**src/rtl/pipe_pkg.sv**
```systemverilog
// Shared pipeline types for the RV32I core: forward selects, ALU ops,
// result-select encodings and the bundled ID/EX control word.
package pipe_pkg;

  typedef enum logic [1:0] {
    FWD_RF = 2'b00,
    FWD_W  = 2'b01,
    FWD_M  = 2'b10
  } fwd_sel_t;

  typedef enum logic [2:0] {
    ALU_ADD = 3'b000,
    ALU_SUB = 3'b001,
    ALU_AND = 3'b010,
    ALU_OR  = 3'b011,
    ALU_XOR = 3'b100,
    ALU_SLT = 3'b101,
    ALU_SRL = 3'b110,
    ALU_SLL = 3'b111
  } alu_op_t;

  localparam logic [1:0] RESULT_SRC_LOAD = 2'b01;

  // All E-stage control fields in one word, so a bubble is simply '0.
  typedef struct packed {
    logic [2:0] alu_control;
    logic       alu_src_a;
    logic       alu_src_b;
    logic       reg_write;
    logic       mem_write;
    logic       jump;
    logic       branch;
    logic [1:0] result_src;
  } id_ex_ctrl_t;

endpackage

```
**src/rtl/fwd_select.sv**
```systemverilog
// Forward-source selection for one E-stage operand. M wins over W;
// x0 is never forwarded.
module fwd_select
  import pipe_pkg::*;
#(
  parameter int REG_AW = 5
) (
  input  logic [REG_AW-1:0] rs,
  input  logic [REG_AW-1:0] rd_m,
  input  logic [REG_AW-1:0] rd_w,
  input  logic              reg_write_m,
  input  logic              reg_write_w,
  output fwd_sel_t          sel
);

  // Priority compare: younger (M) result first, then W, else register file.
  always_comb begin
    sel = FWD_RF;
    if (reg_write_m && (rd_m != '0) && (rd_m == rs)) begin
      sel = FWD_M;
    end else if (reg_write_w && (rd_w != '0) && (rd_w == rs)) begin
      sel = FWD_W;
    end
  end

endmodule

```
**src/rtl/id_ex_stage.sv**
```systemverilog
// ID/EX pipeline register with operand forwarding and load-use detection.
// Build option: define ID_EX_FWD_EN to enable M/W forwarding; without it
// the ALU operands come straight from the registered register-file reads.
module id_ex_stage
  import pipe_pkg::*;
#(
  parameter int XLEN   = 32,
  parameter int REG_AW = 5
) (
  input  logic              clk,
  input  logic              rst,
  input  logic              EnE,
  input  logic              FlushE,
  input  logic [XLEN-1:0]   PCD,
  input  logic [XLEN-1:0]   RD1D,
  input  logic [XLEN-1:0]   RD2D,
  input  logic [XLEN-1:0]   ImmExtD,
  input  logic [REG_AW-1:0] Rs1D,
  input  logic [REG_AW-1:0] Rs2D,
  input  logic [REG_AW-1:0] RdD,
  input  logic [2:0]        ALUControlD,
  input  logic              ALUSrcAD,
  input  logic              ALUSrcBD,
  input  logic              RegWriteD,
  input  logic              MemWriteD,
  input  logic              JumpD,
  input  logic              BranchD,
  input  logic [1:0]        ResultSrcD,
  input  logic [XLEN-1:0]   ALUResultM,
  input  logic [REG_AW-1:0] RdM,
  input  logic [REG_AW-1:0] RdW,
  input  logic              RegWriteM,
  input  logic              RegWriteW,
  input  logic [XLEN-1:0]   ResultW,
  output logic [XLEN-1:0]   PCE,
  output logic [XLEN-1:0]   ImmExtE,
  output logic [XLEN-1:0]   SrcA0E,
  output logic [XLEN-1:0]   SrcB0E,
  output logic [XLEN-1:0]   WriteDataE,
  output logic [REG_AW-1:0] RdE,
  output logic [2:0]        ALUControlE,
  output logic              ALUSrcAE,
  output logic              ALUSrcBE,
  output logic              RegWriteE,
  output logic              MemWriteE,
  output logic              JumpE,
  output logic              BranchE,
  output logic [1:0]        ResultSrcE,
  output logic [1:0]        ForwardAE,
  output logic [1:0]        ForwardBE,
  output logic              LoadStallD
);

  id_ex_ctrl_t       ctrl_d;
  id_ex_ctrl_t       ctrl_e;
  logic [XLEN-1:0]   rd1_e;
  logic [XLEN-1:0]   rd2_e;
  logic [REG_AW-1:0] rs1_e;
  logic [REG_AW-1:0] rs2_e;

  assign ctrl_d = '{alu_control: ALUControlD, alu_src_a: ALUSrcAD,
                    alu_src_b: ALUSrcBD, reg_write: RegWriteD,
                    mem_write: MemWriteD, jump: JumpD, branch: BranchD,
                    result_src: ResultSrcD};

  // Pipeline register: flush beats enable; a bubble is all-zero.
  always_ff @(posedge clk or posedge rst) begin
    if (rst) begin
      PCE     <= '0;
      ImmExtE <= '0;
      rd1_e   <= '0;
      rd2_e   <= '0;
      rs1_e   <= '0;
      rs2_e   <= '0;
      RdE     <= '0;
      ctrl_e  <= '0;
    end else if (FlushE) begin
      PCE     <= '0;
      ImmExtE <= '0;
      rd1_e   <= '0;
      rd2_e   <= '0;
      rs1_e   <= '0;
      rs2_e   <= '0;
      RdE     <= '0;
      ctrl_e  <= '0;
    end else if (EnE) begin
      PCE     <= PCD;
      ImmExtE <= ImmExtD;
      rd1_e   <= RD1D;
      rd2_e   <= RD2D;
      rs1_e   <= Rs1D;
      rs2_e   <= Rs2D;
      RdE     <= RdD;
      ctrl_e  <= ctrl_d;
    end
  end

  assign ALUControlE = ctrl_e.alu_control;
  assign ALUSrcAE    = ctrl_e.alu_src_a;
  assign ALUSrcBE    = ctrl_e.alu_src_b;
  assign RegWriteE   = ctrl_e.reg_write;
  assign MemWriteE   = ctrl_e.mem_write;
  assign JumpE       = ctrl_e.jump;
  assign BranchE     = ctrl_e.branch;
  assign ResultSrcE  = ctrl_e.result_src;

`ifdef ID_EX_FWD_EN
  fwd_sel_t fwd_a;
  fwd_sel_t fwd_b;

  fwd_select #(.REG_AW(REG_AW)) u_fwd_a (
    .rs          (rs1_e),
    .rd_m        (RdM),
    .rd_w        (RdW),
    .reg_write_m (RegWriteM),
    .reg_write_w (RegWriteW),
    .sel         (fwd_a)
  );

  fwd_select #(.REG_AW(REG_AW)) u_fwd_b (
    .rs          (rs2_e),
    .rd_m        (RdM),
    .rd_w        (RdW),
    .reg_write_m (RegWriteM),
    .reg_write_w (RegWriteW),
    .sel         (fwd_b)
  );

  // Operand muxes driven by the forward selects.
  always_comb begin
    case (fwd_a)
      FWD_M:   SrcA0E = ALUResultM;
      FWD_W:   SrcA0E = ResultW;
      default: SrcA0E = rd1_e;
    endcase
    case (fwd_b)
      FWD_M:   SrcB0E = ALUResultM;
      FWD_W:   SrcB0E = ResultW;
      default: SrcB0E = rd2_e;
    endcase
  end

  assign ForwardAE = fwd_a;
  assign ForwardBE = fwd_b;
`else
  logic unused_fwd_inputs;

  assign SrcA0E    = rd1_e;
  assign SrcB0E    = rd2_e;
  assign ForwardAE = FWD_RF;
  assign ForwardBE = FWD_RF;
  // Source addresses and M/W inputs only matter when forwarding is built in.
  assign unused_fwd_inputs = ^{ALUResultM, RdM, RdW, RegWriteM, RegWriteW,
                               ResultW, rs1_e, rs2_e};
`endif

  assign WriteDataE = SrcB0E;

  // The load in E cannot supply its data in time for a dependent op in D.
  assign LoadStallD = (ctrl_e.result_src == RESULT_SRC_LOAD) && ctrl_e.reg_write &&
                      (RdE != '0) && ((RdE == Rs1D) || (RdE == Rs2D));

endmodule

```
**config.mk**
```make
export PLATFORM = sky130hd
export DESIGN_NAME = id_ex_stage
export DESIGN_NICKNAME = d
export VERILOG_FILES = /design/src/rtl/pipe_pkg.sv /design/src/rtl/fwd_select.sv /design/src/rtl/id_ex_stage.sv
export SDC_FILE = /design/constraint.sdc
export NUM_CORES = 1
export LEC_CHECK = 0
export ABC_AREA = 1
export CAP_MARGIN = 20
export CELL_PAD_IN_SITES_DETAIL_PLACEMENT = 0
export CELL_PAD_IN_SITES_GLOBAL_PLACEMENT = 1
export CORE_ASPECT_RATIO = 0.9
export CORE_MARGIN = 10
export CORE_UTILIZATION = 26
export CTS_CLUSTER_SIZE = 24
export DETAILED_ROUTE_END_ITERATION = 8
export PLACE_DENSITY = 0.81
export REMOVE_ABC_BUFFERS = 1
export SYNTH_ARGS = -nofsm -noshare
export SYNTH_HDL_FRONTEND = slang
export SYNTH_SLANG_ARGS = --single-unit
```
**constraint.sdc**
```tcl
create_clock -name clk -period 7.5 [get_ports clk]
set_clock_uncertainty 0.1 [all_clocks]
set_input_delay 1.875 -clock clk [delete_from_list [all_inputs] [get_ports clk]]
set_output_delay 1.875 -clock clk [all_outputs]
set_load 0.02 [all_outputs]
```
# Yosys cells after proc, flatten, opt, wreduce, memory -nomap -nowiden

Cells that the tools add are included.

Memory bits (read-only): 0
Memories kept: 0
RAM bits: 0
Output and inout port bits: 181
Input bits: 234
Flip-flop bits (word level): 144
Bits in latches: 0

Bitwise gates (word level): 0
Shift operators: 0
Magnitude comparators: 0
Div/mod/pow operators: 0
Add/subtract/negate cells: 0
Mux-type cells: 12
Equal/unequal tests: 3
$mul: 0
Reductions and logical operators: 6

Operators by type and width:

| cell                                                                   | number |
|---|---|
| 32-bit 2-to-1 mux                                                      | 8 |
| 11-bit 2-to-1 mux                                                      | 2 |
| 5-bit equality test                                                    | 2 |
| 5-bit 2-to-1 mux                                                       | 2 |
| 5-bit nonzero test                                                     | 1 |
| 1-bit logical AND                                                      | 3 |
| 2-bit by 1-bit equality test with 1-bit output (second input constant) | 1 |
| 2-bit nonzero test                                                     | 1 |
| 1-bit logical OR                                                       | 1 |

# Depth between registers and ports, before layout

Depth after elaboration: 4
Depth in mapped cells: 6
Mapped depth without buffers: 6

# Least setup slack after synthesis

No wires, ideal clock.

Kind: input-to-output
Start point: input port Rs2D[4]
End point: output port LoadStallD
Required time: 5.525 ns
Buffers on the path: 0
Slack: 3.012 ns
Cell stages on the path: 6
Data arrival time: 2.513 ns
Cells stage by stage: inv_1 nand2_1 nand2_1 nor2_1 nand3_1 a21oi_1

Cells in the longest elaborated chain, start to end: 3

Ends and longest elaborated chain:

| element             | line               | text |
|---|---|---|
| start, declared     | id_ex_stage.sv:19  | `input logic [REG_AW-1:0] Rs2D,` |
| 5-bit equality test | id_ex_stage.sv:161 | `(RdE != '0) && ((RdE == Rs1D) \|\| (RdE == Rs2D));` |
| 1-bit logical OR    | id_ex_stage.sv:161 |  |
| 1-bit logical AND   | id_ex_stage.sv:161 |  |
| end, declared       | id_ex_stage.sv:51  | `output logic LoadStallD` |

Every way passes these cells.

# Worst setup path in the final report

Start point: input port Rs1D[3]
End point: output port LoadStallD

Cells in the longest elaborated chain, start to end: 3

Ends and longest elaborated chain:

| element             | line               | text |
|---|---|---|
| start, declared     | id_ex_stage.sv:18  | `input logic [REG_AW-1:0] Rs1D,` |
| 5-bit equality test | id_ex_stage.sv:161 |  |
| 1-bit logical OR    | id_ex_stage.sv:161 |  |
| 1-bit logical AND   | id_ex_stage.sv:161 |  |

Every way passes these cells.

==> impl_results.md <==
- Status: finished clean
- Fin crit period: roughly 5.6 ns
- Switching share of power: about 27%
- Die Area: approximately 0.032 mm^2
- Vias in the first global route: 5969
- Fin area: about 0.010 mm^2
- Die boundary width: ~190 um
- Slew Limit Fails: 0
- Worst setup margin: 1.89 ns
- Cell Area, Synth: 0.00652 mm^2
- Post-synth EDFFs: 0
- # rows: 54
- Antenna violations before repair: 0
- Area grow syn2layout: 60.0%
- NetSw: 583 uW
- Critical path's largest stage delay: about 0.66 ns
- YS warnings: 0
- Worst path cell trace: clkdlybuf4s50_1 > inv_1 > nand2_1 > nand2_1 > nor2_1 > nand3_1 > a21oi_1 > clkdlybuf4s50_1
- # IOs: approximately 420
- Vias/cell: roughly 4.3
- RSZ-0062 raised after global routing: false
- Predominant post-synthesis flop cell: dfrtp_1
- Grt total ovfl: 0
- H-tree Lvls: 4
- VDD IR-drop max: ~0.00011 V
- Placed cell areas: 0.00983 mm^2
- Area leader, netlist: dfrtp_1
- Clock slew at reported path FFs: roughly 0.06 ns
- IO buf count: 334
- Post-synth top area share: between 50 and 60%
- Register bit total from synthesis: 144
- LEAKAGE: between 4 and 5 nW
- Crit Path Category: input port to output port
- Met1 Resource Use GR: about 16%
- Busiest layer in global routing: met2
- First-pass GRT wire length: about 35 mm
- Met3 Use GR: 6.87%
- Worst-Margin Slew: roughly 1 ns
- Final count of hold timing violations: 0
- Internal power: approximately 1.5 mW
- # fillers: between 2000 and 2500
- CP delay by family, top: buffers and inverters
- Final HPWL DP: approximately 16 mm
- Flop pwr share: 40.0%
- Worst Path Required: approximately 5.5 ns
- Period utilization: ~75%
- Clock share of power: ~41%
- Post-DRT Antenna Nets: 0
- MaxCap Viol Count: 0
- Fraction of layout instances using a drive strength above 1: under 10%
- Core area: 0.0245 mm^2
- Die Span Y: 170 um
- Power Total: roughly 2.1 mW
- Startpoint of the worst register-to-register path: RdE[4]$_DFFE_PP0P_
- PwrDens: ~200 mW/mm^2
- Final setup TNS: 0 ns
- R2r setup slk: 6.63 ns
- Pin count of the biggest net entering global routing: 145
- Post-synthesis sequential area ratio: between 50% and 60%
- Clk Tree Root Cell: clkbuf_16
- Max FO, Critical Path: 2
- Clk sinks: between 100 and 150
- Worst-case clock buffer depth: 2
- Initial Util: a little over a quarter
- Drt total wl: 23.0 mm
- TritonCTS buffer count: 17
- Final nets: between 1000 and 1500
- Setup Fix Bufs, Post-CTS: 0
- Comb pwr share: around a fifth
- Area contributors post-synth: dfrtp_1 (55%), nand3_1 (11%), inv_1 (8.8%), o21ai_2 (8.1%), o21ai_0 (6.5%)
- Max_slew headroom: between 30% and 40%
- DP Worst Slack: 1.84 ns
- GPL Wtd Cong: roughly 0.75
- Syn Inst Count: 704
- Avg Cell Area, Syn: 9.26 um^2
- GR Util All Layers: roughly 14%
- Setup crit start kind: input port
- First drt pass iteration count: 4
- Fmax: approximately 0.18 GHz
- DR vias: between 5000 and 6000
- Critical path's slowest cell: clkdlybuf4s50_1
- Gates resized, CTS repair: 0
- DR iter-0 viols: 251
- Met2 Resource Use GR: between 20% and 30%
- Hold path start: ImmExtE[29]$_DFFE_PP0P_
- Per-cell routed wire length: about 17 um
- Synth cell types: 19
- # setup viols final: 0
- Crit. End Element: output port
- Asr flop ratio synth: between 90% and 100%
- Buf/Inv on CP: 3
- CTS tree: yes
- DRC: 0
- Crit path DAT: approximately 3.6 ns
- Hold buffers post-CTS: 0
- Worst hold path type: register to register
- Insertion delay of the later-clocked pin in the worst-skew pair: roughly 0.4 ns
- Origin of the worst setup path: Rs1D[3]
-- final timing paths --
kind | endpoint | cells past startpoint
hold / removal | ImmExtE[29]$_DFFE_PP0P_ | 2
max in group asynchronous | PCE[17]$_DFFE_PP0P_ | 3
min in group asynchronous | SrcB0E[14]$_DFFE_PP0P_ | 2
setup reg to reg | RdE[4]$_DFFE_PP0P_ | 2
setup / recovery | LoadStallD | 8
hold reg to reg | ImmExtE[29]$_DFFE_PP0P_ | 2
-- sequential cells by signal (all words and copies together), names as in the netlist, 2 cells and up --
register,cells
SrcA0E,32
SrcB0E,32
ALUControlE,3
ImmExtE,32
PCE,32
ResultSrcE,2
RdE,5
-- final cells by class --
class / instances / area [um^2] / area share, %
Sequential cell: 144 / 3600 / 34.6
Timing Repair Buffer: 338 / 3380 / 32.4
Multi-Input combinational cell: 327 / 1840 / 17.7
Inverter: 153 / 582 / 5.58
Clock buffer: 19 / 433 / 4.15
Tap cell: 336 / 420 / 4.03
Clock inverter: 12 / 160 / 1.54
Antenna cell: 1 / 2.50 / 0.0240
-- stage by stage --
stage                     util, %  std cells  hold slack, ns
after floorplan                 -        624           0.521
after global placement       40.2       1298           0.418
after detailed placement     40.2       1298           0.421
after CTS                    42.6       1329           0.430
after global routing         42.6       1329           0.443
final                        42.6       1330           0.426
-- synth_stat cells, types with 2 or more instances --
cell	number
buf_2	3
buf_4	36
buf_6	8
clkbuf_1	35
dfrtp_1	144
inv_1	152
nand2_1	19
nand3_1	146
nand4_1	2
nor2_1	7
o21ai_0	84
o21ai_2	60
xnor2_1	2
-- layer usage --
metal | wire, um | part of all wire (%) | vias up
met3 | 2200 | 9.6 | 6
met1 | 9720 | 42 | 2690
li1 | - | - | 2747
met2 | 11000 | 48 | 214
met5 | 0 | 0 | -
met4 | 124 | 0.54 | 0
-- cell families (layout without fill, tap and decap cells) --
| group | after synthesis | in the layout | share of synthesized area (%) |
|---|---|---|---|
| buf+inv | 236 | 522 | 16.6 |
| simple gates | 175 | 175 | 13.0 |
| compound gates | 145 | 145 | 14.6 |
| flops | 144 | 144 | 55.3 |
| xor+xnor | 3 | 3 | 0.403 |
| other cells | 1 | 5 | 0.0575 |
-- worst reg2reg max path, cell delays in order (launching register included) --
cell and delay [ns]:
dfrtp_1 0.41, inv_1 0.11, o21ai_0 0.10
-- power groups by stage --
stage / logic (mW) / registers, mW / clock network, mW
2_1_floorplan: 0.0927 / 0.929 / 0
5_1_grt: 0.433 / 0.855 / 0.935
3_5_place_dp: 0.408 / 0.863 / 0
4_1_cts: 0.410 / 0.850 / 0.900
6_report: 0.401 / 0.849 / 0.873
3_3_place_gp: 0.406 / 0.861 / 0
-- cell usage in the layout (no fill, tap or decap), types with 3 or more instances in the layout --
| cell type | count |
|---|---|
| buf_4 | 4 |
| inv_1 | 151 |
| nor2_1 | 7 |
| o21ai_0 | 84 |
| conb_1 | 4 |
| nand3_1 | 146 |
| clkdlybuf4s50_1 | 333 |
| clkbuf_16 | 17 |
| o21ai_2 | 60 |
| bufinv_16 | 3 |
| nand2_1 | 19 |
| dfrtp_1 | 144 |
| clkinvlp_4 | 4 |
| inv_6 | 4 |
Note: power is estimated with default switching activity, not from simulation.
